`src/rtl/instr_encoder_loader.sv`:
```
// Encodes decoded RV32I fields (LOAD/STORE/RTYPE/BRANCH/IALU/JAL) into words and writes them sequentially to imem.
// Latency: accept at edge N, encode at N+1, imem_we (or err_illegal) high in the cycle ending at edge N+2; one request per 3 cycles.
// Backpressure: in_ready only in IDLE and not full; a full buffer ignores requests until clear/reset.
module instr_encoder_loader #(
    parameter int          ADDR_W    = 8,
    parameter logic [31:0] BASE_ADDR = 32'h0
) (
    input  logic              clk,
    input  logic              reset,
    input  logic              clear,
    input  logic              in_valid,
    output logic              in_ready,
    input  logic [2:0]        in_class,
    input  logic [4:0]        in_rd,
    input  logic [4:0]        in_rs1,
    input  logic [4:0]        in_rs2,
    input  logic [2:0]        in_funct3,
    input  logic              in_funct7b5,
    input  logic [31:0]       in_imm,
    output logic              imem_we,
    output logic [31:0]       imem_addr,
    output logic [31:0]       imem_wdata,
    output logic              err_illegal,
    output logic [ADDR_W:0]   count,
    output logic              full
);

    localparam logic [1:0] S_IDLE  = 2'd0;
    localparam logic [1:0] S_ENC   = 2'd1;
    localparam logic [1:0] S_WRITE = 2'd2;
    localparam logic [1:0] S_ERR   = 2'd3;

    localparam logic [6:0] OP_LOAD   = 7'b0000011;
    localparam logic [6:0] OP_STORE  = 7'b0100011;
    localparam logic [6:0] OP_RTYPE  = 7'b0110011;
    localparam logic [6:0] OP_BRANCH = 7'b1100011;
    localparam logic [6:0] OP_IALU   = 7'b0010011;
    localparam logic [6:0] OP_JAL    = 7'b1101111;

    localparam logic [ADDR_W:0] CAP = {1'b1, {ADDR_W{1'b0}}};

    logic [1:0]        state_q, state_d;
    logic [2:0]        cls_q, cls_d;
    logic [4:0]        rd_q, rd_d, rs1_q, rs1_d, rs2_q, rs2_d;
    logic [2:0]        f3_q, f3_d;
    logic              f7b5_q, f7b5_d;
    logic [31:0]       imm_q, imm_d;
    logic [31:0]       wdata_q, wdata_d;
    logic [31:0]       addr_q, addr_d;
    logic [ADDR_W:0]   count_q, count_d;

    logic [31:0]       enc_word;
    logic              illegal;
    logic              imm12_ok, imm13_ok, imm21_ok, shamt_ok, is_shift;
    logic [ADDR_W-1:0] ptr;

    // The write pointer is the low bits of count; it is never used once count reaches capacity.
    assign ptr = count_q[ADDR_W-1:0];

    assign full        = (count_q == CAP);
    assign in_ready    = (state_q == S_IDLE) && !full;
    // Strobes are suppressed in the same cycle a clear/reset aborts the pending request.
    assign imem_we     = (state_q == S_WRITE) && !clear && !reset;
    assign err_illegal = (state_q == S_ERR) && !clear && !reset;
    assign imem_addr   = addr_q;
    assign imem_wdata  = wdata_q;
    assign count       = count_q;

    // Field-to-word encoding and immediate legality for the registered request.
    always_comb begin
        imm12_ok = (&imm_q[31:11]) | ~(|imm_q[31:11]);
        imm13_ok = ((&imm_q[31:12]) | ~(|imm_q[31:12])) & ~imm_q[0];
        imm21_ok = ((&imm_q[31:20]) | ~(|imm_q[31:20])) & ~imm_q[0];
        shamt_ok = ~(|imm_q[31:5]);
        is_shift = (f3_q == 3'b001) || (f3_q == 3'b101);
        enc_word = 32'h0;
        illegal  = 1'b1;
        case (cls_q)
            3'd0: begin
                enc_word = {imm_q[11:0], rs1_q, f3_q, rd_q, OP_LOAD};
                illegal  = !imm12_ok;
            end
            3'd1: begin
                enc_word = {imm_q[11:5], rs2_q, rs1_q, f3_q, imm_q[4:0], OP_STORE};
                illegal  = !imm12_ok;
            end
            3'd2: begin
                enc_word = {1'b0, f7b5_q, 5'b0, rs2_q, rs1_q, f3_q, rd_q, OP_RTYPE};
                illegal  = 1'b0;
            end
            3'd3: begin
                enc_word = {imm_q[12], imm_q[10:5], rs2_q, rs1_q, f3_q, imm_q[4:1], imm_q[11], OP_BRANCH};
                illegal  = !imm13_ok;
            end
            3'd4: begin
                if (is_shift) begin
                    enc_word = {1'b0, f7b5_q, 5'b0, imm_q[4:0], rs1_q, f3_q, rd_q, OP_IALU};
                    illegal  = !shamt_ok;
                end else begin
                    enc_word = {imm_q[11:0], rs1_q, f3_q, rd_q, OP_IALU};
                    illegal  = !imm12_ok;
                end
            end
            3'd5: begin
                enc_word = {imm_q[20], imm_q[10:1], imm_q[11], imm_q[19:12], rd_q, OP_JAL};
                illegal  = !imm21_ok;
            end
            default: begin
                enc_word = 32'h0;
                illegal  = 1'b1;
            end
        endcase
    end

    // FSM next state: capture on accept, latch the word in ENC, advance count when leaving WRITE.
    always_comb begin
        state_d = state_q;
        cls_d   = cls_q;
        rd_d    = rd_q;
        rs1_d   = rs1_q;
        rs2_d   = rs2_q;
        f3_d    = f3_q;
        f7b5_d  = f7b5_q;
        imm_d   = imm_q;
        wdata_d = wdata_q;
        addr_d  = addr_q;
        count_d = count_q;
        case (state_q)
            S_IDLE: begin
                if (in_valid && in_ready) begin
                    cls_d   = in_class;
                    rd_d    = in_rd;
                    rs1_d   = in_rs1;
                    rs2_d   = in_rs2;
                    f3_d    = in_funct3;
                    f7b5_d  = in_funct7b5;
                    imm_d   = in_imm;
                    state_d = S_ENC;
                end
            end
            S_ENC: begin
                if (illegal) begin
                    state_d = S_ERR;
                end else begin
                    state_d = S_WRITE;
                    wdata_d = enc_word;
                    addr_d  = BASE_ADDR + 32'({ptr, 2'b00});
                end
            end
            S_WRITE: begin
                count_d = count_q + 1'b1;
                state_d = S_IDLE;
            end
            default: state_d = S_IDLE;
        endcase
        if (clear) begin
            state_d = S_IDLE;
            count_d = '0;
            wdata_d = wdata_q;
            addr_d  = addr_q;
        end
    end

    // State registers with synchronous reset.
    always_ff @(posedge clk) begin
        if (reset) begin
            state_q <= S_IDLE;
            cls_q   <= 3'd0;
            rd_q    <= 5'd0;
            rs1_q   <= 5'd0;
            rs2_q   <= 5'd0;
            f3_q    <= 3'd0;
            f7b5_q  <= 1'b0;
            imm_q   <= 32'h0;
            wdata_q <= 32'h0;
            addr_q  <= BASE_ADDR;
            count_q <= '0;
        end else begin
            state_q <= state_d;
            cls_q   <= cls_d;
            rd_q    <= rd_d;
            rs1_q   <= rs1_d;
            rs2_q   <= rs2_d;
            f3_q    <= f3_d;
            f7b5_q  <= f7b5_d;
            imm_q   <= imm_d;
            wdata_q <= wdata_d;
            addr_q  <= addr_d;
            count_q <= count_d;
        end
    end

endmodule
```
`config.mk`:
```
export PLATFORM = sky130hd
export DESIGN_NAME = instr_encoder_loader
export DESIGN_NICKNAME = d
export VERILOG_FILES = /design/src/rtl/instr_encoder_loader.sv
export SDC_FILE = /design/constraint.sdc
export NUM_CORES = 1
export LEC_CHECK = 0
export ABC_AREA = 1
export BUFFER_PORTS_ARGS = -buffer_cell sky130_fd_sc_hd__buf_2
export CAP_MARGIN = 25
export CORE_MARGIN = 4
export CORE_UTILIZATION = 35
export CTS_CLUSTER_SIZE = 25
export DETAILED_ROUTE_END_ITERATION = 6
export PLACE_DENSITY = 0.58
export SETUP_SLACK_MARGIN = 0.05
export SYNTH_ARGS = -nofsm -noshare
export SYNTH_HDL_FRONTEND = slang
export SYNTH_SLANG_ARGS = --single-unit
```
`constraint.sdc`:
```
create_clock -name clk -period 1.45 [get_ports clk]
set_input_delay 0 -clock clk [delete_from_list [all_inputs] [get_ports clk]]
set_output_delay 0 -clock clk [all_outputs]
set_load 0.05 [all_outputs]
```
==> results.md, run 1 <==
* Status: finished with violations
* Failing checks: setup timing
* Ys flop type: dfxtp_1
* CP peak stage delay at approximately 0.40 ns
* Die Area at around 0.016 mm²
* Die Width at about 130 µm
* Seq cells post-synth at roughly 100
* Max-Cap Viols at 0
* Largest net degree at the start of global routing at between 40 and 50
* DP Wirelength at around 10 mm
* Row count at 43
* First DRT Iteration DRCs at around 290
* Tmin final at between 1.5 and 2 ns
* Clk_skew at 0.008381 ns
* Arr. time, crit path at 2.08 ns
* CP delay by family, top: simple AND/OR/NAND/NOR gates
* Clock Path Buffers at 2
* Setup TNS at -27.30 ns
* Worst Setup Start Kind: flop
* Antenna Violating Nets Remaining at 0
* Num CTS Buffers at 9
* Final hold vios at 0
* ANT cells at 0
* Clock sinks at about 100
* Initial core utilization at 0.3597
* Critical-path cell list: nand2_1, inv_1, nand2_1, nor2_1, nand2_1, nand2_1, nand2_1, nand2_2, nand2_4, nor2_4, buf_6, buf_16, nand3_2, nand2_2, nor2_1
* Die height at 127.7 µm
* Clk network pwr share at 0.329
* Largest family of logic cells by synthesized area: simple AND/OR/NAND/NOR gates
* Share of layout cells above drive strength 1 at 0.3956
* Post-Synth Adder-Cell Area at 0.004993
* Post-synthesis compound-gate area fraction at 0.1608
* PortBufs at 110
* Post-synth EDFFs at 0
* Mapped Cells at approximately 760
* Syn_area_per_cell at between 6 and 7 µm²
* Critical path's slowest cell: dfxtp_1
* Met3 layer usage reported by global route at 0.03500
* Placer Congestion at a little over 0.8
* RSZ-0062 raised after global routing: yes
* Nets@finish at between 1000 and 1500
* GR Util met1 at 0.2472
* Ys async rst share at 0
* Fin crit share at 1.253
* Total track usage at 0.1913
* WS Path Type: flop to flop
* Met2 GRT Util at 0.3246
* I/O Pins at 135
* P_int at roughly 5300 µW
* Pwr dens at between 900 and 1000 mW/mm²
* GR peak layer: met2
* Seq pwr share at 0.413
* TritonCTS clock tree: yes
* Seq/Total Area, Yosys at 0.4114
* Initial antenna violation count at 0
* DRC Markers at 0
* Max IR drop VDD at 0.5604 mV
* First-pass GRT wire length at between 20 and 25 mm
* Switch share at 0.3008
* Clock-pin slew on the worst setup and hold paths at approximately 0.070 ns
* Grt ovf at 0
* Number of global-route vias before repair at about 4900
* CORE AREA at between 0.01 and 0.015 mm²
* Hold WS at about 0.030 ns
* Drt pass-1 iters at 4
* Most frequent CP cell: nand2_1
* Syn. warnings at 0
* Post-synth cell types at 25
* Fin. max-slew vios at 0
* Critical path peak fanout at 5
* CP required at ~1.7 ns
* Worst setup EP type: flop
* Via count at about 5300
* Final setup fails at 95
* Area after DPL at ~0.0064 mm²
* CTS Root Buffer Type: clkbuf_16
* Mapped Area at about 0.005 mm²
* WL/cell at ~14 µm
* P&R area growth vs syn at 64.80%
* # H-tree levels at 3
* Crit path buf inv count at 3
* Leakage at 0.003798 µW
* Total Power at ~7500 µW
* Fin area at around 0.0083 mm²
* WL final at between 15 and 20 mm
* HP Class: primary input to flop
* Post-route setup slack at -0.3662 ns
* Xor/xnor share of the synthesized area at 0
* Average vias per placed instance at 4.494
* Comb pwr share at 0.258
* F_max at about 0.55 GHz
* Worst-skew pair later-pin latency at approximately 0.35 ns
* Net switching power at about 2300 µW
* Post-Synth Simple-Gate Area at 0.2292
* Mux share of post-synthesis cell area at 0
## worst min-delay path, stage by stage
cell,delay [ns]
buf_2,0.10
inv_2,0.12
nand2_1,0.09
nor2_1,0.03
## cells in the final DEF, fill, tap and decap left out, drive strengths merged
| master | synthesis | routed |
|---|---|---|
| clkinv | 0 | 1 |
| conb | 1 | 24 |
| nand3 | 44 | 44 |
| a21oi | 68 | 68 |
| inv | 160 | 160 |
| a211oi | 1 | 1 |
| dlygate4sd3 | 0 | 55 |
| a32o | 1 | 1 |
| nand4 | 4 | 4 |
| nand2 | 136 | 136 |
| ha | 2 | 2 |
| nor3b | 1 | 1 |
| clkbuf | 16 | 18 |
| o21ai | 64 | 64 |
| a22oi | 12 | 12 |
| clkinvlp | 0 | 1 |
| buf | 43 | 209 |
| o22ai | 6 | 6 |
| bufinv | 0 | 1 |
| dfxtp | 103 | 103 |
| nor3 | 9 | 9 |
| nor2 | 86 | 86 |
## kinds of logic (layout without fill, tap and decap cells)
| kind of cell | count (synthesis) | after routing |
|---|---|---|
| compound gates | 152 | 152 |
| fa+ha+maj | 2 | 2 |
| buf+inv | 219 | 445 |
| flops | 103 | 103 |
| simple gates | 280 | 280 |
| other cells | 1 | 24 |
## Yosys cell counts (6+ instances only)
cell type	number	area share
buf_1	6	0.0045
nand3_1	43	0.043
o21ai_0	64	0.064
o22ai_1	6	0.0075
dfxtp_1	103	0.41
a22oi_1	12	0.018
clkbuf_1	16	0.012
a21oi_1	68	0.068
inv_1	158	0.12
nor3_1	9	0.0090
nand2_1	136	0.10
nor2_1	83	0.062
buf_4	27	0.040
## per-stage QoR
step	util	instances	setup slack (ns)
finish	0.5928	1186	-0.3662
global placement	0.4575	1087	-0.3200
floorplan	-	780	-0.2379
detailed placement	0.4575	1087	-0.3178
global route	0.5928	1186	-0.5053
CTS	0.5543	1177	-0.2964
## power groups by stage
stage,Combinational (µW),Clock [µW],Sequential (µW)
floorplan,864,0,3230
global placement,1380,0,3160
detailed placement,1380,0,3160
CTS,1780,2540,3110
global route,2100,2660,3130
finish,1950,2490,3110
## sequential cells by signal, summed over array words and instances (netlist names)
name	cells
rd_q	5
imm_q	32
cls_q	3
f7b5_q	1
imem_addr	8
imem_wdata	30
count	9
rs2_q	5
state_q	2
f3_q	3
rs1_q	5
## cell type report
class	instances	area [µm²]
Inverter	160	608.1
Clock inverter	3	42.54
Clock buffer	12	256.5
Sequential cell	103	2128
Fill cell	1267	5674
Timing Repair Buffer	270	2365
Multi-Input combinational cell	458	2635
Tap cell	180	225.2
## worst paths after layout
path / startpoint / end / slack, ns / cells after the start
worst max register to register: imm_q[13] / imem_wdata[31] / -0.37 / 15
worst max-delay path: imm_q[13] / imem_wdata[31] / -0.37 / 15
worst min-delay path: reset / imem_addr[9] / 0.03 / 4
worst min register to register: rs1_q[4] / rs1_q[4] / 0.45 / 2
## timing repair
action / in CTS / in global routing
hold buffers: 55 / 0
endpoints found under the setup margin: 98 / 101
pin swaps: 7 / 45
endpoints found under the hold margin: 55 / 0
buffers inserted: 10 / 9
gates cloned: 10 / 6
gates resized for setup: 82 / 168
## layer usage
layer / part of all wire / wire [µm]
met1: 0.45 / 7351
met2: 0.48 / 7909
met3: 0.051 / 837
met5: 0 / 0
met4: 0.014 / 235
No activity file was read; power rests on OpenSTA's default activity.
==> run 2, diff against run 1 <==
CTS_BUF_LIST = sky130_fd_sc_hd__clkbuf_2   (was not set)
==> run 2 against run 1 <==
The flow still finishes with violations (setup timing). First-iteration DRC count up 11%. Critical endpoint is now imem_wdata[8]. Wire length up 8.9%. Clock power down 47%. Flip-flop and latch count unchanged. Count of clock-buffer cells in the layout down 2. Worst hold slack better by 0.014 ns. Largest power group unchanged. Total power down 11%. Sequential share of layout area down 1.1 points.
==> results.md, run 2 (same netlist as run 1, synthesis figures left out) <==
* Status: finished with violations
* Failing checks: setup timing
* WL/cell at 14.74 µm
* Tmin final at about 1.9 ns
* CORE AREA at 0.01393 mm²
* Critical path's slowest cell: dfxtp_4
* Nets@finish at around 1100
* HP Class: primary input to flop
* Final hold vios at 0
* First-pass GRT wire length at approximately 27 mm
* Arr. time, crit path at about 2.5 ns
* Leakage at 0.003888 µW
* P_int at 4414 µW
* Worst-skew pair later-pin latency at 0.62 ns
* Grt ovf at 0
* Die Area at around 0.016 mm²
* TritonCTS clock tree: yes
* Critical-path cell list: buf_6, nand2_2, nor2_2, nand2_1, nor2_2, nand2_1, nand2_2, nand2_2, nand2_2, nand2_4, nor2_4, buf_12, buf_12, nand3_2, nand2_2, nor2_1
* Setup TNS at -35.49 ns
* Die height at 127.7 µm
* # fillers at around 1200
* Worst setup EP type: flop
* F_max at about 0.52 GHz
* WS Path Type: flop to flop
* DRC Markers at 0
* PortBufs at 110
* Total track usage at 0.2131
* P&R area growth vs syn at 71.22%
* Most flops, register: imm_q
* Net switching power at 2309 µW
* Commonest non-fill, non-tap cell in the layout: inv_1
* Worst Hold Depth at 6
* CTS Root Buffer Type: clkbuf_2
* Clk_skew at between 0.03 and 0.04 ns
* Initial antenna violation count at 1
* Placed Instances at ~1100
* Post-route setup slack at -0.4687 ns
* CP required at ~2.0 ns
* Die Width at 127.7 µm
* Clk network pwr share at 0.198
* Num CTS Buffers at 9
* Clock-pin slew on the worst setup and hold paths at 0.27 ns
* Number of global-route vias before repair at around 5400
* CP peak stage delay at about 0.43 ns
* Crit path buf inv count at 3
* Max FFs per register at 32
* Switch share at 0.3434
* Max-Cap Viols at 0
* Via count at 5627
* Most frequent CP cell: nand2_2
* Average vias per placed instance at about 4.7
* Clock Path Buffers at 2
* RSZ-0062 raised after global routing: yes
* Commonest non-fill, non-tap cells in the layout: inv_1, nand2_1, buf_2, dfxtp_1
* # H-tree levels at 3
* Largest net degree at the start of global routing at 48
* Drt pass-1 iters at 6
* DP Wirelength at 10.26 mm
* Max IR drop VDD at 0.4934 mV
* DP Worst Slack at -0.3178 ns
* Non-Filler Instances at approximately 1200
* Levels on crit path at 16
* WL final at around 18 mm
* Total Power at ~6700 µW
* Seq pwr share at 0.465
* Multi-input gate area at 0.002839 mm²
* Placer Congestion at roughly 0.83
* Share of layout cells above drive strength 1 at 0.4376
* Clock sinks at between 100 and 150
* First DRT Iteration DRCs at around 320
* Pwr dens at ~780 mW/mm²
* Flip-flop and latch area at roughly 0.0021 mm²
* Initial core utilization at 0.3597
* Antenna Violating Nets Remaining at 0
* I/O Pins at between 100 and 150
* Hold WS at around 0.044 ns
* Row count at between 40 and 50
* Reg2Reg Depth at 16
* Final setup fails at between 90 and 100
* Comb pwr share at 0.337
* CP delay by family, top: simple AND/OR/NAND/NOR gates
* Fin crit share at 1.323
* Fin. max-slew vios at 0
* Worst Setup Start Kind: flop
* Critical path peak fanout at 8
run 2: cell types whose count changed in the layout (fill, tap and decap cells not counted), sizes merged:
cell	delta
clkbuf	-6
clkinv	+2
diode	+1
buf	+23
dlygate4sd3	+1
run 2: worst min-delay path, cell delays in order:
cell and delay (ns):
buf_2 0.11, nand4_1 0.09, buf_6 0.15, buf_12 0.14
buf_12 0.11, a21oi_1 0.06
run 2: layout make-up:
class | count | share of cell area
Multi-Input combinational cell | 458 | 0.3308
Timing Repair Buffer | 290 | 0.3129
Sequential cell | 103 | 0.2470
Inverter | 160 | 0.07115
Tap cell | 180 | 0.02624
Clock buffer | 10 | 0.005832
Clock inverter | 5 | 0.005832
Antenna cell | 1 | 0.0002916
run 2: power by group through the flow:
stage | clock network, µW | logic [µW] | registers [µW]
global route | 1470 | 2420 | 3150
CTS | 1370 | 2300 | 3120
finish | 1330 | 2260 | 3130
global placement | 0 | 1380 | 3160
floorplan | 0 | 864 | 3230
detailed placement | 0 | 1380 | 3160
run 2: worst paths after layout:
kind / endpoint / slack (ns) / start
worst max-delay path: imem_wdata[8] / -0.47 / imm_q[15]
worst min-delay path: rd_q[2] / 0.04 / in_valid
worst max register to register: imem_wdata[8] / -0.47 / imm_q[15]
worst min register to register: rs1_q[4] / 0.48 / rs1_q[4]
run 2: stage by stage:
stage          utilization  instance area, µm²
3_5_place_dp        0.4575                6375
5_1_grt             0.6159                8582
4_1_cts             0.6102                8503
2_1_floorplan            -                5293
6_report            0.6159                8582
3_3_place_gp        0.4575                6375
run 2: repair_timing:
action	in CTS	in global routing
gates cloned	21	1
pin swaps	39	31
setup buffers	32	17
endpoints found under the setup margin	107	104
resized for setup	233	104
hold endpoints to repair	103	0
hold buffers	56	0
run 2: metal layers:
metal / vias up / wire, µm / global-route usage
met5: - / 0 / 0
met4: 0 / 300 / 0.06804
met3: 23 / 926 / 0.03333
met2: 160 / 8908 / 0.3729
met1: 2619 / 7652 / 0.2692
li1: 2825 / - / -
==> run 3, diff against run 2 <==
RECOVER_POWER = 50   (was not set)
==> run 3 against run 2 <==
The run ends with DRC, setup timing left. Global-route usage stayed put. Combinational power hardly changed. First-iteration DRC count is 3.8% lower. Flip-flop and latch count stayed put. Clock power hardly changed. Total power hardly changed. Clock skew hardly changed. Count of clock-buffer cells in the layout stayed put. Non-clock buffer count stayed put. Sequential power hardly changed. Utilization is 0.20 points lower.
==> results.md, run 3 (same netlist as run 1, synthesis figures left out) <==
* Initial core utilization at 0.3597
* Critical-path cell list: buf_6, nand2_2, nor2_2, nand2_1, nor2_2, nand2_1, nand2_2, nand2_2, nand2_2, nand2_4, nor2_4, buf_12, buf_12, nand3_2, nand2_2, nor2_1
* Most frequent CP cell: nand2_2
* Grt ovf at 0
* Placer Congestion at slightly above 0.8
* CORE AREA at around 0.014 mm²
* Arr. time, crit path at between 2 and 2.5 ns
* Die Width at about 130 µm
* Fin. max-slew vios at 0
* CTS Root Buffer Type: clkbuf_2
* # fillers at ~1200
* Worst-skew pair later-pin latency at approximately 0.62 ns
* Fin util at 0.6139
* First-pass GRT wire length at between 20 and 30 mm
* RSZ-0062 raised after global routing: yes
* TritonCTS clock tree: yes
* Largest net degree at the start of global routing at 48
* CP required at around 2 ns
* Max IR drop VDD at just under 0.5 mV
* Total track usage at 0.2131
* P&R area growth vs syn at 70.67%
* Fin crit share at 1.320
* Die Area at roughly 0.016 mm²
* Critical path peak fanout at 8
* Final hold vios at 0
* Antenna Violating Nets Remaining at 0
* Multi-input gate area at between 0.002 and 0.003 mm²
* Clock Path Buffers at 2
* DP Worst Slack at -0.3178 ns
* Row count at between 40 and 50
* Commonest non-fill, non-tap cell in the layout: inv_1
* Clock-pin slew on the worst setup and hold paths at around 0.27 ns
* Drt pass-1 iters at 7
* DP Wirelength at around 10 mm
* Hold WS at 0.03878 ns
* Initial antenna violation count at 1
* Max FFs per register at 32
* DRC Markers at 2
* Commonest non-fill, non-tap cells in the layout: inv_1, nand2_1, buf_2, dfxtp_1, nor2_1
* WL/cell at roughly 15 µm
* Nets@finish at roughly 1100
* F_max at 0.5225 GHz
* Most flops, register: imm_q
* Num CTS Buffers at 9
* HP Class: primary input to flop
* PortBufs at 110
* Clk_skew at between 0.03 and 0.04 ns
* Share of layout cells above drive strength 1 at 0.4337
* Post-route setup slack at -0.4639 ns
* Tmin final at 1.914 ns
* Placed Instances at around 1100
* WL final at roughly 18 mm
* Worst setup EP type: flop
* Worst Setup Start Kind: flop
* CP peak stage delay at approximately 0.43 ns
* I/O Pins at 135
* Non-Filler Instances at between 1000 and 1500
* WS Path Type: flop to flop
* # H-tree levels at 3
* Number of global-route vias before repair at 5389
* Failing checks: DRC, setup timing
* Critical path's slowest cell: dfxtp_4
* First DRT Iteration DRCs at around 300
* Max-Cap Viols at 0
* Total Power at 6717 µW
* Final setup fails at 102
* Leakage at between 0.003 and 0.004 µW
* Average vias per placed instance at 4.622
* Status: finished with violations
* Pwr dens at around 790 mW/mm²
* Flip-flop and latch area at ~0.0021 mm²
* Via count at 5579
* Die height at about 130 µm
* Clock sinks at a little over 100
run 3: worst paths after layout:
check	to	cells after the start	slack (ns)	from
worst max-delay path	imem_wdata[8]	16	-0.46	imm_q[15]
worst min-delay path	rd_q[2]	6	0.04	in_valid
worst max register to register	imem_wdata[8]	16	-0.46	imm_q[15]
worst min register to register	rs1_q[4]	2	0.48	rs1_q[4]
run 3: area by class of cell:
type                    count  area share
repair buffers            290      0.3130
flip-flops and latches    103      0.2476
inverters                 160     0.07138
diodes                      1   0.0002925
well taps                 180     0.02633
clock buffers              10    0.005851
clock inverters             5    0.005851
multi-input cells         458      0.3297
run 3: critical path, delay by kind of cell, from the launching register on:
| kind | cells | cell delay [ns] |
|---|---|---|
| simple gates | 13 | 1.03 |
| buf+inv | 3 | 0.39 |
| flops | 1 | 0.43 |
run 3: what timing repair did:
item,4_1_cts,5_1_grt
gates cloned,21,1
hold buffers,56,0
setup buffers,32,17
hold endpoints to repair,103,0
pin swaps,39,31
setup endpoints to repair,107,104
resized for setup,233,104
run 3: per-stage QoR:
| stage | cell area, µm² | TNS, ns |
|---|---|---|
| 2_1_floorplan | 5293 | -16.54 |
| 3_3_place_gp | 6375 | -22.67 |
| 3_5_place_dp | 6375 | -23.04 |
| 4_1_cts | 8503 | -36.13 |
| 5_1_grt | 8554 | -47.17 |
| 6_report | 8554 | -35.24 |
run 3: metal layers:
| metal | part of all wire | vias up | wire length (µm) | GRT usage |
|---|---|---|---|---|
| met5 | 0 | - | 0 | 0 |
| met1 | 0.44 | 2585 | 7777 | 0.2692 |
| met3 | 0.045 | 23 | 795 | 0.03333 |
| met4 | 0.017 | 0 | 304 | 0.06804 |
| met2 | 0.50 | 148 | 8877 | 0.3729 |
| li1 | - | 2823 | - | - |
run 3: power by group:
group          leakage [µW]  internal (µW)  switching [µW]
Clock             0.0000629            381             947
Sequential         0.000857           3000             128
Combinational       0.00293           1030            1230
Total               0.00385           4410            2300
